==> config.mk <==
export PLATFORM = sky130hd
export DESIGN_NAME = pkt_buffer_reader
export DESIGN_NICKNAME = d
export VERILOG_FILES = /design/src/rtl/pkt_buffer_reader.sv
export SDC_FILE = /design/constraint.sdc
export NUM_CORES = 1
export LEC_CHECK = 0
export ABC_AREA = 1
export CAP_MARGIN = 40
export CORE_AREA = 2 2 240 242
export DETAILED_ROUTE_END_ITERATION = 8
export DIE_AREA = 0 0 242 244
export PLACE_DENSITY = 0.53
export SETUP_SLACK_MARGIN = 0.2
export SLEW_MARGIN = 20
export SYNTH_ARGS = -nofsm -noshare
export SYNTH_HDL_FRONTEND = slang
export SYNTH_SLANG_ARGS = --single-unit
==> constraint.sdc <==
create_clock -name clk -period 3.5 [get_ports clk]
set_input_delay 0.35 -clock clk [delete_from_list [all_inputs] [get_ports clk]]
set_output_delay 0.35 -clock clk [all_outputs]
set_load 0.02 [all_outputs]
==> src/rtl/pkt_buffer_reader.sv <==
// Packet buffer read controller: accepts descriptors and walks the linked word chain
// through the address manager. It reads each word from buffer memory and emits the
// packet on an AXI-Stream master through a single-word output register.
module pkt_buffer_reader #(
  parameter int unsigned ADDR_WIDTH = 12,
  parameter int unsigned DATA_WIDTH = 256,
  parameter int unsigned LEN_WIDTH  = 12
) (
  input  logic                  clk,
  input  logic                  rst,
  // Descriptor input from the scheduler
  input  logic                  s_axis_desc_valid,
  output logic                  s_axis_desc_ready,
  input  logic [ADDR_WIDTH-1:0] s_axis_desc_addr,
  input  logic [LEN_WIDTH-1:0]  s_axis_desc_len,
  // Address manager read interface
  output logic                  m_axis_rd_en,
  output logic                  m_axis_first_word_en,
  output logic [ADDR_WIDTH-1:0] m_axis_rd_addr,
  input  logic [ADDR_WIDTH-1:0] s_axis_rd_next_addr,
  // Buffer memory read port
  output logic                  m_axis_mem_rd_en,
  output logic [ADDR_WIDTH-1:0] m_axis_mem_addr,
  input  logic [DATA_WIDTH-1:0] s_axis_mem_data,
  // Packet stream output
  output logic [DATA_WIDTH-1:0] m_axis_tdata,
  output logic                  m_axis_tvalid,
  input  logic                  m_axis_tready,
  output logic                  m_axis_tlast,
  // Status
  output logic                  m_axis_busy,
  output logic [31:0]           m_axis_pkt_count
);

  typedef enum logic [1:0] {
    StIdle,
    StIssue,
    StGap
  } state_e;

  state_e                  state_q, state_d;
  logic [ADDR_WIDTH-1:0]   cur_addr_q, cur_addr_d;
  logic [LEN_WIDTH-1:0]    remaining_q, remaining_d;
  logic                    first_q, first_d;
  logic                    busy_q, busy_d;
  logic                    tvalid_q, tvalid_d;
  logic                    tlast_q, tlast_d;
  logic [DATA_WIDTH-1:0]   tdata_q, tdata_d;
  logic [31:0]             pkt_count_q, pkt_count_d;

  logic pop;
  logic desc_ready;

  assign pop = tvalid_q & m_axis_tready;

  // Next-state, command strobes and output-register update
  always_comb begin
    state_d              = state_q;
    cur_addr_d           = cur_addr_q;
    remaining_d          = remaining_q;
    first_d              = first_q;
    busy_d               = busy_q;
    tvalid_d             = tvalid_q;
    tlast_d              = tlast_q;
    tdata_d              = tdata_q;
    pkt_count_d          = pkt_count_q;
    desc_ready           = 1'b0;
    m_axis_rd_en         = 1'b0;
    m_axis_first_word_en = 1'b0;
    m_axis_rd_addr       = '0;
    m_axis_mem_rd_en     = 1'b0;
    m_axis_mem_addr      = '0;

    // Popping the last word ends the packet
    if (pop) begin
      tvalid_d = 1'b0;
      if (tlast_q) begin
        busy_d      = 1'b0;
        pkt_count_d = pkt_count_q + 32'd1;
      end
    end

    unique case (state_q)
      StIdle: begin
        // Gated by rst so nothing is accepted while the block is being reset
        desc_ready = ~busy_q & ~rst;
        if (s_axis_desc_valid && desc_ready) begin
          cur_addr_d  = s_axis_desc_addr;
          remaining_d = s_axis_desc_len;
          first_d     = 1'b1;
          // Zero-length descriptors are consumed without any read
          if (s_axis_desc_len != '0) begin
            busy_d  = 1'b1;
            state_d = StIssue;
          end
        end
      end
      StIssue: begin
        // Only fetch once the output register has room for the returning word
        if (!tvalid_q || pop) begin
          m_axis_rd_en         = 1'b1;
          m_axis_first_word_en = first_q;
          m_axis_rd_addr       = cur_addr_q;
          m_axis_mem_rd_en     = 1'b1;
          m_axis_mem_addr      = cur_addr_q;
          remaining_d          = remaining_q - 1'b1;
          first_d              = 1'b0;
          state_d              = StGap;
        end
      end
      StGap: begin
        // Memory data and link both return this cycle
        tdata_d  = s_axis_mem_data;
        tvalid_d = 1'b1;
        tlast_d  = (remaining_q == '0);
        if (remaining_q != '0) begin
          cur_addr_d = s_axis_rd_next_addr;
          state_d    = StIssue;
        end else begin
          state_d = StIdle;
        end
      end
      default: state_d = StIdle;
    endcase
  end

  // State registers with synchronous reset; reset abandons any in-flight packet
  always_ff @(posedge clk) begin
    if (rst) begin
      state_q     <= StIdle;
      cur_addr_q  <= '0;
      remaining_q <= '0;
      first_q     <= 1'b0;
      busy_q      <= 1'b0;
      tvalid_q    <= 1'b0;
      tlast_q     <= 1'b0;
      tdata_q     <= '0;
      pkt_count_q <= '0;
    end else begin
      state_q     <= state_d;
      cur_addr_q  <= cur_addr_d;
      remaining_q <= remaining_d;
      first_q     <= first_d;
      busy_q      <= busy_d;
      tvalid_q    <= tvalid_d;
      tlast_q     <= tlast_d;
      tdata_q     <= tdata_d;
      pkt_count_q <= pkt_count_d;
    end
  end

  assign s_axis_desc_ready = desc_ready;
  assign m_axis_tdata      = tdata_q;
  assign m_axis_tvalid     = tvalid_q;
  assign m_axis_tlast      = tlast_q;
  assign m_axis_busy       = busy_q;
  assign m_axis_pkt_count  = pkt_count_q;

endmodule

==> summary.md, run 1 <==
| Metric | Value |
|---|---|
| Status | `completed` |
| Final antenna-violating net count | `0` |
| Fmax | `342.3 MHz` |
| Final setup violation count | `0` |
| Psw | `2.816 mW` |
| Multi-input logic area | `5129 µm²` |
| Min cycle time layout | `2.921 ns` |
| Remaining DRCs | `0` |
| Core Area | `56170 µm²` |
| Reg2reg path depth | `5` |
| Register area share after synthesis | `0.5105` |
| Worst Hold Depth | `3` |
| Final Wtd Congestion | `0.8702` |
| Top_reg_cell synth | `dfxtp_1` |
| Final Slew Violations | `0` |
| Slew @ Worst Pin | `0.7760 ns` |
| Final TNS setup | `0 ns` |
| R2R setup slack | `1.41 ns` |
| Sequential Area | `6366 µm²` |
| Synth warn | `0` |
| Hold crit path type | `in2reg` |
| Max-Cap Viols | `0` |
| Fin crit share | `0.8346` |
| Total Wirelength | `50120 µm` |
| WP depth | `5` |
| DRT iter0 DRCs | `657` |
| Hold Startpoint | `s_axis_mem_data[133]` |
| Combinational Power Share | `0.194` |
| Starting density of the core | `0.2220` |
| Global route overflow | `0` |
| Worst vdd ir | `0.0002792 V` |
| CP cell instances | `inv_2, nor2_8, nand2_4, nor2_1, clkdlybuf4s50_1` |
| Place WS | `0.9559 ns` |
| Clock Sinks | `318` |
| Number of synthesized register bits | `318` |
| Final setup margin | `0.5790 ns` |
| Top Family by Delay on Critical Path | `buffers and inverters` |
| Syn Nets | `1963` |
| # rows | `87` |
| Initial antenna violation count | `7` |
| Hold Crit Endpoint | `m_axis_tdata[133]` |
| CTS Buf Count | `39` |
| Filler cells | `5914` |
| DR pass1 iterations | `4` |
| Post-CTS resize count | `0` |
| Clock Power Share | `0.409` |
| Static Leak | `7.341 nW` |
| Pin count of the biggest net entering global routing | `159` |
| Syn Inst Count | `1665` |
| Post-CTS setup buffer count | `0` |
| # IOs | `615` |
| Worst path max stage delay | `0.67 ns` |
| Vias in the first global route | `12.14k` |
| Total die area | `59050 µm²` |
| Commonest cells after routing, fill and taps aside | `614 x clkdlybuf4s50_1, 612 x nor2_1, 318 x dfxtp_1` |
| Power Density | `499.1 nW/µm²` |
| Slew headroom | `0.4827` |
| EDFF count, synth | `0` |
| Clock skew | `0.02548 ns` |
| Ys async rst share | `0` |
| Hold Fails Final Rpt | `0` |
| Data arrival, critical path | `2.57 ns` |
| Clk pin slew, worst setup/hold paths | `0.05 ns` |
| Nets@finish | `2516` |
| Syn avg cell area | `7.489 µm²` |
| Vias per Instance | `4.300` |
| Share of layout cells above drive strength 1 | `0.04895` |
| Unrepaired setup endpoints after global routing | `no` |
| Vias | `12.92k` |
| Total track usage | `0.1617` |
| CP Class | `reg2out` |
| Clk root buf | `clkbuf_16` |
| First-pass GRT wire length | `74970 µm` |
| Clk_lat worst skew | `0.54 ns` |
| Bufs on Longest Clock Path | `3` |
| Sequential fraction of design power | `0.397` |
| Buf/Inv on CP | `2` |
| Synth-to-Final Area Change | `63.08%` |
| Setup crit start kind | `register` |
| Switching Share | `0.2775` |
| # hold bufs at CTS | `0` |
| DP HPWL | `36650 µm` |
| Chip Height | `244 µm` |
| Port Buffers | `614` |
| Reg-to-reg startpoint | `state_q[1]` |
| Crit end category | `output pin` |
| CTS tree | `yes` |
| Most common cell after layout, fill and taps aside | `clkdlybuf4s50_1` |
| RR Endpoint | `m_axis_tdata[55]` |
| Internal power | `7.334 mW` |
| Routed len/inst | `16.68 µm` |
| H-tree levels | `2` |
| Die width | `242 µm` |
| Critical Path RT | `3.15 ns` |
| Netlist cell types | `39` |
| Crit path max fanout | `17` |
| Post-Syn Area | `12470 µm²` |
| Slowest cell on crit path | `clkdlybuf4s50_1` |
## worst max path at each step
stage | startpoint | to
finish | state_q[0] | m_axis_rd_addr[2]
global route | state_q[0] | m_axis_rd_addr[11]
CTS | state_q[0] | m_axis_rd_addr[2]
detailed placement | m_axis_tready | m_axis_rd_addr[2]
global placement | rst | s_axis_desc_ready
floorplan | m_axis_tvalid | m_axis_rd_en
## state kept, by name (all words and copies together) (netlist names)
name,cells
cur_addr_q,12
m_axis_tlast,1
m_axis_tdata,256
m_axis_tvalid,1
first_q,1
m_axis_pkt_count,32
m_axis_busy,1
state_q,2
remaining_q,12
## cells by family (layout without fill, tap and decap cells)
logic type	count (synthesis)	count (layout)	share of synthesized area
AO/OA/AOI/OAI	336	336	0.1383
XOR/XNOR	1	1	0.0007025
adder cells (fa/ha/maj)	2	2	0.002007
buffers and inverters	179	761	0.07887
flip-flops	318	318	0.5105
other	0	1	0
AND/OR/NAND/NOR	829	829	0.2696
## synthesized netlist by cell type, types with 2 or more instances
master / instances / area, µm²
nand3_2: 2 / 20.02
o21a_1: 4 / 30.03
inv_2: 5 / 18.77
nor3b_1: 2 / 15.01
nand4_2: 2 / 25.02
nor2_1: 612 / 2297
nand4_1: 22 / 137.6
inv_1: 58 / 217.7
a21oi_1: 44 / 220.2
o21ai_1: 49 / 245.2
nor2_2: 7 / 43.79
dfxtp_1: 318 / 6366
ha_1: 2 / 25.02
clkbuf_1: 39 / 146.4
buf_6: 26 / 292.8
nor2_4: 4 / 45.04
buf_4: 21 / 157.7
o21ai_0: 231 / 1156
nand3_1: 21 / 105.1
buf_2: 30 / 150.1
nor4_1: 2 / 12.51
nor3_1: 13 / 65.06
nand2_1: 133 / 499.2
nand2_4: 2 / 22.52
o211ai_1: 2 / 15.01
## layer usage
| metal | wire length [µm] | part of all wire | up-vias | global-route usage |
|---|---|---|---|---|
| met5 | 54 | 0.0011 | - | 0 |
| met2 | 24830 | 0.50 | 420 | 0.2841 |
| li1 | - | - | 6443 | - |
| met4 | 906 | 0.018 | 8 | 0.03704 |
| met1 | 20530 | 0.41 | 5981 | 0.1902 |
| met3 | 3795 | 0.076 | 66 | 0.05399 |
## final cells by class
class,count,area share
antenna,1,0.0001231
clock buffer,56,0.05851
clock inverter,14,0.006891
inverter,63,0.01224
multi-input combinational,1168,0.2522
sequential,318,0.3130
tap,756,0.04651
timing repair buffer,628,0.3105
## worst min-delay path: cells and delay by family
family,cells,cell delay [ns]
buffers and inverters,1,0.39
AOI/OAI and AO/OA,1,0.12
and+or+nand+nor,1,0.04
## metrics by stage
stage | utilization | instance area (µm²) | hold slack (ns) | power (mW) | std cells
after floorplan | - | 12470 | 0.4397 | 5.121 | 1665
after global placement | 0.3383 | 19000 | 0.4615 | 6.075 | 2933
after detailed placement | 0.3383 | 19000 | 0.4548 | 6.100 | 2933
after CTS | 0.3620 | 20330 | 0.3627 | 10.33 | 3003
after global routing | 0.3620 | 20340 | 0.3858 | 10.65 | 3004
final | 0.3620 | 20340 | 0.4088 | 10.15 | 3004
## power groups by stage
| stage | combinational [mW] | clock, mW | sequential [mW] |
|---|---|---|---|
| 2_1_floorplan | 0.771 | 0 | 4.35 |
| 3_3_place_gp | 1.98 | 0 | 4.10 |
| 3_5_place_dp | 1.99 | 0 | 4.11 |
| 4_1_cts | 2.00 | 4.30 | 4.03 |
| 5_1_grt | 2.15 | 4.43 | 4.06 |
| 6_report | 1.97 | 4.15 | 4.03 |
No activity file was read; power rests on OpenSTA's default activity.
==> run 2: changes to the inputs <==
- PLACE_DENSITY: 0.53 -> 0.55
- clock period: 3.5 -> 2.4 ns (I/O delays scaled with it)
==> summary.md, run 2 (same netlist as run 1, synthesis figures left out) <==
| Metric | Value |
|---|---|
| # IOs | `615 (unchanged)` |
| Worst path max stage delay | `0.39 ns (-0.28 ns)` |
| Global route overflow | `0 (unchanged)` |
| Core Area | `56170 µm² (unchanged)` |
| Switching Share | `0.2836 (+0.006116)` |
| Port Buffers | `614 (unchanged)` |
| Data arrival, critical path | `1.92 ns (-0.65 ns)` |
| Sequential fraction of design power | `0.407 (+0.010)` |
| # rows | `87 (unchanged)` |
| H-tree levels | `2 (unchanged)` |
| Clock Power Share | `0.391 (-0.018)` |
| Worst vdd ir | `0.0003991 V (+43%)` |
| Fin crit share | `0.8981` |
| Routed len/inst | `16.59 µm (-0.53%)` |
| Fmax | `464.0 MHz` |
| Grt peak-use layer | `met2` |
| Vias | `12.91k (-0.039%)` |
| Power Density | `712.2 nW/µm² (+43%)` |
| Clk root buf | `clkbuf_16` |
| Chip Height | `244 µm (unchanged)` |
| Commonest cells after routing, fill and taps aside | `611 x nor2_1, 586 x clkdlybuf4s50_1, 315 x dfxtp_1` |
| Slew headroom | `0.5889 (+0.1062)` |
| CTS tree | `yes` |
| Grt met2 use | `0.2816 (-0.002451)` |
| Psw | `4.102 mW (+46%)` |
| Final Wtd Congestion | `0.8821 (+1.4%)` |
| Share of layout cells above drive strength 1 | `0.05721 (+0.008252)` |
| Pin count of the biggest net entering global routing | `137 (-14%)` |
| Final antenna-violating net count | `0 (unchanged)` |
| DR pass1 iterations | `5 (+1)` |
| Bufs on Longest Clock Path | `3 (unchanged)` |
| Met1 Track Usage GR | `0.1858 (-0.004433)` |
| Unrepaired setup endpoints after global routing | `yes` |
| Synth-to-Final Area Change | `62.87%` |
| Vias per Instance | `4.286 (-0.34%)` |
| Nets@finish | `2525 (+0.36%)` |
| Static Leak | `7.432 nW (+1.2%)` |
| Filler cells | `5900 (-0.24%)` |
| CP cell instances | `inv_2, nor2_8, nand2_2, nor2_1, dlygate4sd2_1` |
| Max-Cap Viols | `0 (unchanged)` |
| Clock skew | `0.01535 ns (-0.01014 ns)` |
| DP Area | `19110 µm² (+0.57%)` |
| Setup crit start kind | `register` |
| DRT iter0 DRCs | `762 (+16%)` |
| Final setup margin | `0.2446 ns (-0.3343 ns)` |
| Met3 Use GR | `0.05553 (+0.001536)` |
| Total track usage | `0.1615 (-0.0002722)` |
| Hold Fails Final Rpt | `0 (unchanged)` |
| Most common cell after layout, fill and taps aside | `nor2_1` |
| Total Wirelength | `50000 µm (-0.24%)` |
| Combinational Power Share | `0.202 (+0.008)` |
| Critical Path RT | `2.16 ns (-0.99 ns)` |
| Clk pin slew, worst setup/hold paths | `0.06 ns (about the same)` |
| Total die area | `59050 µm² (unchanged)` |
| Crit end category | `output pin` |
| Min cycle time layout | `2.155 ns` |
| Design Area, Final | `20310 µm² (-0.13%)` |
| Crit path max fanout | `7 (-10)` |
| Status | `completed` |
| Starting density of the core | `0.2220 (unchanged)` |
| Hold crit path type | `in2reg` |
| DP HPWL | `36790 µm (+0.36%)` |
| Max reg flops | `256 (unchanged)` |
| Clk_lat worst skew | `0.55 ns (about the same)` |
| First-pass GRT wire length | `75020 µm (about the same)` |
| CTS Buf Count | `39 (unchanged)` |
| Die width | `242 µm (unchanged)` |
| Slew @ Worst Pin | `0.6167 ns (-0.1593 ns)` |
| Place WS | `0.06874 ns (-0.8871 ns)` |
| Final setup violation count | `0 (unchanged)` |
| Initial antenna violation count | `4 (-3)` |
| Vias in the first global route | `12.44k (+2.5%)` |
| Remaining DRCs | `0 (unchanged)` |
| CP Class | `reg2out` |
| Clock Sinks | `318 (unchanged)` |
| Final TNS setup | `0 ns (unchanged)` |
| Utilization after layout | `0.3616 (-0.0004680)` |
| Non-Filler Instances | `3013 (+0.30%)` |
| Internal power | `10.36 mW (+41%)` |
| Final Slew Violations | `0 (unchanged)` |
| Dpl cells | `2939 (+0.20%)` |
| Slowest cell on crit path | `dfxtp_2` |
-- run 2: worst max-delay path, delay by kind of cell (launching register included) --
kind / cells / cell delay, ns
and+or+nand+nor: 3 / 0.52
DFF: 1 / 0.39
buffers and inverters: 2 / 0.47
-- run 2: cell type report --
class | instances | area [µm²] | share of cell area
diodes | 2 | 5.005 | 0.0002464
multi-input cells | 1169 | 5140 | 0.2531
well taps | 756 | 945.9 | 0.04657
clock buffers | 56 | 1141 | 0.05619
clock inverters | 13 | 88.84 | 0.004374
inverters | 63 | 249.0 | 0.01226
flip-flops and latches | 318 | 6370 | 0.3136
repair buffers | 636 | 6370 | 0.3136
-- run 2: path summary, 6_finish.rpt --
| path | start | end | slack, ns | cells past startpoint |
|---|---|---|---|---|
| min reg2reg | m_axis_tdata[214] | m_axis_tdata[214] | 0.48 | 2 |
| min | s_axis_mem_data[59] | m_axis_tdata[59] | 0.31 | 3 |
| max | state_q[0] | m_axis_mem_addr[7] | 0.24 | 5 |
| max reg2reg | m_axis_tvalid | remaining_q[0] | 0.52 | 9 |
-- run 2: per-layer routing --
| layer | share of wire | up-vias |
|---|---|---|
| met4 | 0.026 | 4 |
| met1 | 0.40 | 5939 |
| met5 | 0.00050 | - |
| li1 | - | 6459 |
| met3 | 0.080 | 71 |
| met2 | 0.49 | 440 |
-- run 2: what timing repair did --
| item | in CTS | in global routing |
|---|---|---|
| gates resized for setup | 33 | 27 |
| endpoints found under the hold margin | 0 | 0 |
| gates cloned | 1 | 0 |
| setup buffers | 2 | 0 |
| hold buffers | 0 | 0 |
| endpoints found under the setup margin | 28 | 18 |
| pin swaps | 1 | 0 |
-- run 2: through the flow --
| stage | total power, mW | hold slack [ns] |
|---|---|---|
| after CTS | 14.70 | 0.2642 |
| final | 14.47 | 0.3095 |
| after global placement | 8.890 | 0.4639 |
| after detailed placement | 8.929 | 0.4719 |
| after global routing | 15.16 | 0.2861 |
| after floorplan | 7.467 | 0.3852 |
-- run 2: power groups by stage --
| stage | logic, mW | clock network, mW | registers [mW] |
|---|---|---|---|
| after floorplan | 1.12 | 0 | 6.34 |
| after global placement | 2.91 | 0 | 5.98 |
| after detailed placement | 2.93 | 0 | 6.00 |
| after CTS | 2.95 | 5.87 | 5.89 |
| after global routing | 3.17 | 6.06 | 5.92 |
| final | 2.92 | 5.66 | 5.88 |
==> run 3: changes to the inputs <==
- CAP_MARGIN: 40 -> 15
- CTS_CLUSTER_DIAMETER: default -> 50
==> summary.md, run 3 (same netlist as run 1, synthesis figures left out) <==
| Metric | Value |
|---|---|
| Final antenna-violating net count | `0 (unchanged)` |
| Bufs on Longest Clock Path | `3 (unchanged)` |
| Clk pin slew, worst setup/hold paths | `0.06 ns (about the same)` |
| Worst Hold Slack | `0.2954 ns (-0.01412 ns)` |
| H-tree levels | `2 (unchanged)` |
| Min cycle time layout | `2.178 ns (+0.02294 ns)` |
| Hold Startpoint | `s_axis_mem_data[51]` |
| Slew @ Worst Pin | `0.5886 ns (-0.02814 ns)` |
| Critical Path RT | `2.16 ns (about the same)` |
| Nets@finish | `2532 (+0.28%)` |
| Final Power | `16.00 mW (+11%)` |
| Switching Share | `0.2730 (-0.01057)` |
| Status | `completed` |
| Utilization after layout | `0.3687 (+0.007084)` |
| Routed len/inst | `16.49 µm (-0.61%)` |
| Final TNS setup | `0 ns (unchanged)` |
| Starting density of the core | `0.2220 (unchanged)` |
| First-pass GRT wire length | `75400 µm (+0.51%)` |
| Hold Fails Final Rpt | `0 (unchanged)` |
| Reg2reg path depth | `9 (unchanged)` |
| Dpl cells | `2939 (unchanged)` |
| # IOs | `615 (unchanged)` |
| Clock Power Share | `0.450 (+0.059)` |
| # hold bufs at CTS | `0 (unchanged)` |
| CTS tree | `yes` |
| CP startpoint | `m_axis_tvalid` |
| Hold crit path type | `in2reg` |
| # rows | `87 (unchanged)` |
| Final setup margin | `0.2217 ns (-0.02294 ns)` |
| Clk root buf | `clkbuf_16` |
| Worst vdd ir | `0.0004354 V (+9.1%)` |
| Psw | `4.368 mW (+6.5%)` |
| Remaining DRCs | `0 (unchanged)` |
| Pin count of the biggest net entering global routing | `137 (unchanged)` |
| Commonest cells after routing, fill and taps aside | `611 x nor2_1, 586 x clkdlybuf4s50_1, 315 x dfxtp_1` |
| Design Area, Final | `20710 µm² (+2.0%)` |
| Port Buffers | `614 (unchanged)` |
| Worst path max stage delay | `0.35 ns (-0.04 ns)` |
| Internal power | `11.63 mW (+12%)` |
| Vias in the first global route | `12.55k (+0.88%)` |
| Worst Hold Depth | `3 (unchanged)` |
| Final Slew Violations | `0 (unchanged)` |
| Power Density | `772.7 nW/µm² (+8.5%)` |
| Total die area | `59050 µm² (unchanged)` |
| Max reg flops | `256 (unchanged)` |
| Fin crit share | `0.9076 (+0.009559)` |
| Vias per Instance | `4.293 (+0.18%)` |
| Unrepaired setup endpoints after global routing | `yes` |
| Core Area | `56170 µm² (unchanged)` |
| Global route overflow | `0 (unchanged)` |
| Non-Filler Instances | `3029 (+0.53%)` |
| Combinational Power Share | `0.182 (-0.020)` |
| Crit end category | `output pin` |
| DRT iter0 DRCs | `698 (-8.4%)` |
| CP cell instances | `inv_1, or2_4, nand2_4, nor2_1, buf_4, dlygate4sd2_1` |
| WP depth | `6 (+1)` |
| Total Wirelength | `49960 µm (about the same)` |
| CTS Buf Count | `46 (+18%)` |
| Chip Height | `244 µm (unchanged)` |
| Clk_lat worst skew | `0.55 ns (about the same)` |
| Max-Cap Viols | `0 (unchanged)` |
| CP Class | `reg2out` |
| Reg-to-reg startpoint | `m_axis_tvalid` |
| Final setup violation count | `0 (unchanged)` |
| Most common cell after layout, fill and taps aside | `nor2_1` |
| Clock Sinks | `318 (unchanged)` |
| Vias | `13.01k (+0.71%)` |
| DP Area | `19110 µm² (unchanged)` |
| Crit path max fanout | `7 (unchanged)` |
| Slew headroom | `0.6076 (+0.01876)` |
| Die width | `242 µm (unchanged)` |
| Share of layout cells above drive strength 1 | `0.06737 (+0.01016)` |
| Setup crit start kind | `register` |
| Top Family by Delay on Critical Path | `buffers and inverters` |
| Synth-to-Final Area Change | `66.06%` |
| DP HPWL | `36790 µm (unchanged)` |
| Total track usage | `0.1621 (+0.0005896)` |
| DR pass1 iterations | `5 (unchanged)` |
| Buf/Inv on CP | `3 (+1)` |
| Data arrival, critical path | `1.94 ns (+0.02 ns)` |
| Clock skew | `0.01406 ns (-0.001285 ns)` |
| Final Wtd Congestion | `0.8821 (unchanged)` |
| Static Leak | `7.598 nW (+2.2%)` |
| Place WS | `0.06874 ns (unchanged)` |
| Sequential fraction of design power | `0.368 (-0.039)` |
| Slowest cell on crit path | `dfxtp_2` |
| R2R setup slack | `0.51 ns (about the same)` |
| Fmax | `459.1 MHz (-1.1%)` |
| Initial antenna violation count | `4 (unchanged)` |
-- run 3: cell types whose count changed in the layout (fill, tap and decap cells not counted), moves of 3 or more --
cell	delta
bufinv_16	+6
clkbuf_16	+7
clkbuf_2	+6
clkinv_2	-5
clkinvlp_4	+3
dlygate4sd2_1	-3
inv_6	+3
-- run 3: power groups by stage --
stage                     clock [mW]  sequential (mW)  combinational, mW
final                           7.20             5.88               2.92
after global routing            7.64             5.93               3.17
after CTS                       7.42             5.89               2.95
after detailed placement           0             6.00               2.93
after global placement             0             5.98               2.91
after floorplan                    0             6.34               1.12
-- run 3: area by class of cell --
| class | instances | area (µm²) |
|---|---|---|
| Multi-Input combinational cell | 1169 | 5145 |
| Clock inverter | 22 | 315.3 |
| Inverter | 63 | 249.0 |
| Fill cell | 5852 | 35460 |
| Tap cell | 756 | 945.9 |
| Clock buffer | 63 | 1336 |
| Antenna cell | 2 | 5.005 |
| Timing Repair Buffer | 636 | 6341 |
| Sequential cell | 318 | 6370 |
-- run 3: repair_timing --
action	4_1_cts	5_1_grt
gates cloned	1	0
buffers inserted	2	0
setup endpoints to repair	28	20
gates resized for setup	42	29
pin swaps	1	0
-- run 3: worst paths after layout --
path                                             to
worst max register to register       remaining_q[0]
worst min-delay path               m_axis_tdata[51]
worst min register to register     m_axis_tdata[19]
worst max-delay path            m_axis_mem_addr[11]
-- run 3: worst min-delay path: cells and delay by family --
kind                   cells  cell delay [ns]
AOI/OAI and AO/OA          1             0.13
buffers and inverters      1             0.39
and+or+nand+nor            1             0.05
-- run 3: metal layers --
layer | up-vias | wire length [µm] | track usage
li1 | 6479 | - | -
met4 | 4 | 1435 | 0.05265
met5 | - | 27 | 0
met1 | 5973 | 19860 | 0.1845
met3 | 89 | 4273 | 0.05707
met2 | 460 | 24360 | 0.2827
==> RTL change: new RTL, flow settings as in run 2 <==
Re-encode `state_e` (3 states) as one-hot, 3 bits wide.
--- a/src/rtl/pkt_buffer_reader.sv
+++ b/src/rtl/pkt_buffer_reader.sv
@@ -32,10 +32,10 @@
   output logic [31:0]           m_axis_pkt_count
 );
 
-  typedef enum logic [1:0] {
-    StIdle,
-    StIssue,
-    StGap
+  typedef enum logic [2:0] {
+    StIdle  = 3'b001,
+    StIssue = 3'b010,
+    StGap   = 3'b100
   } state_e;
 
   state_e                  state_q, state_d;
Function: same outputs for any inputs over 4 cycles, from zero or initial values and one cycle with rst high; so few cycles prove little.
==> RTL change against run 2 <==
Global-route usage down 0.60 points. Critical path depth down 1. Core utilization grew 0.27 points. Sequential cell count is 1 higher. Design area up 0.74%. Power decreased by 1.9%. Wire length shrank 4.0%. Sequential power down 2%. Via count up 0.75%. Setup slack gained 74 ps. Area after synthesis shrank 1.6%. Register-to-register slack worse by 120 ps. Critical path type unchanged. Largest cell class is now buffers. Highest routed layer unchanged.
==> RTL change: results (changes against run 2) <==
number of register bits inferred by synthesis: 319 (+0.31%)
first-pass GRT wire length: 73.8 mm (-1.6%)
final worst-path setup slack: 318 ps (+73.6 ps)
multi-input gate area in the final layout: 5140 sq um (about the same)
Gate Count Post-Synth: 1,686 (+1.3%)
Adder-Cell Fraction of Synth Area: 0.00204 (+0.0000327)
largest clock skew in the final design: 14.2 ps (-1.17 ps)
area used by sequential logic in the layout: 6390 sq um (+0.28%)
number of nets in the synthesized netlist: 1,984 (+1.1%)
largest net degree at the start of global routing: 110 (-20%)
main area contributors after synthesis: sky130_fd_sc_hd__dfxtp_1, sky130_fd_sc_hd__nor2_1, sky130_fd_sc_hd__o21ai_0
top cells by instance count after synthesis: sky130_fd_sc_hd__nor2_1, sky130_fd_sc_hd__dfxtp_1, sky130_fd_sc_hd__o21ai_0, sky130_fd_sc_hd__nand2_1, sky130_fd_sc_hd__clkbuf_1
setup fix buffers added after clock tree synthesis: 0 (-2)
final non-filler cell total: 3,037 (+0.80%)
DR iter-0 viols: 599 (-21%)
Routability Congestion: 0.830 (-6.0%)
share of the final layout cell area in multi-input gates: 0.251 (-0.00161)
Worst R2R Setup Slack: 400 ps (-120 ps)
data arrival time of the critical path: 1840 ps (-80 ps)
half-perimeter wire length after detailed placement: 34.7 mm (-5.7%)
Final non-clock buffer share: 0.316 (+0.00277)
antenna cell count: 1 (-1)
placed cell areas: 19,200 sq um (+0.43%)
beginning of the critical path: state_q[2]$_SDFFE_PP0P_
Critical Path Max Stage Delay: 310 ps (-80 ps)
drt first pass iters: 4 (-1)
Worst Hold Path EP: m_axis_pkt_count[12]$_SDFFE_PP0P_
beginning of the worst hold path: rst
Gates resized, CTS repair: 36 (+9.1%)
post-detailed-route via-to-cell ratio: 4.28 (about the same)
placed insts: 2,969 (+1.0%)
Register-to-Register Path Depth: 5 (-4)
Pleak: 8.39 nW (+13%)
Worst Hold Depth: 2 (-1)
# fillers: 5,864 (-0.61%)
Setup Slack @ Placement: 108 ps (+39.4 ps)
terminus of the critical flop-to-flop path: m_axis_tdata[199]$_SDFFE_PP0P_
result of the run: finished clean
Worst Hold Margin: 156 ps (-154 ps)
average routed wire per standard cell: 15.8 microns (-4.7%)
Worst IR Drop VDD: 0.503 mV (+26%)
area share of xor/xnor cells in the synthesized design: 0.00214 (+0.00144)
vias in the first global route: 13,000 (+4.5%)
CP Max Fanout: 15 (+8)
cell with the largest stage delay on the worst path: sky130_fd_sc_hd__clkdlybuf4s15_2
==> RTL change: cell types whose count changed after synthesis, sizes merged, moves of 2 or more <==
cell           run 2  this run
nor2             624       608
a21oi             45        42
o21ai            282       280
a211oi             1         3
xor2               1         3
inv               63        58
nor4               2         0
nand4             25        12
o21a               4         2
clkbuf            39        64
nand3             23        42
nand2            136       175
buf               77        51
==> RTL change: worst register-to-register path, delay by kind of cell (launching register included) <==
kind | cells | cell delay (ps)
AND/OR/NAND/NOR | 3 | 830
buffers and inverters | 2 | 700
flip-flops | 1 | 370
==> RTL change: where the power goes <==
group	switching [mW]	internal [mW]	total (mW)
clock	2.30	3.56	5.87
sequential	0.207	5.58	5.79
combinational	1.42	1.11	2.53
==> RTL change: metal layers <==
metal  up-vias  global-route usage  wire length [microns]
li1       6515                   -                      -
met1      5955               0.171                  19000
met2       451               0.275                  23500
met3        87              0.0567                   4190
met4         2              0.0548                   1340
met5         -                   0                     13
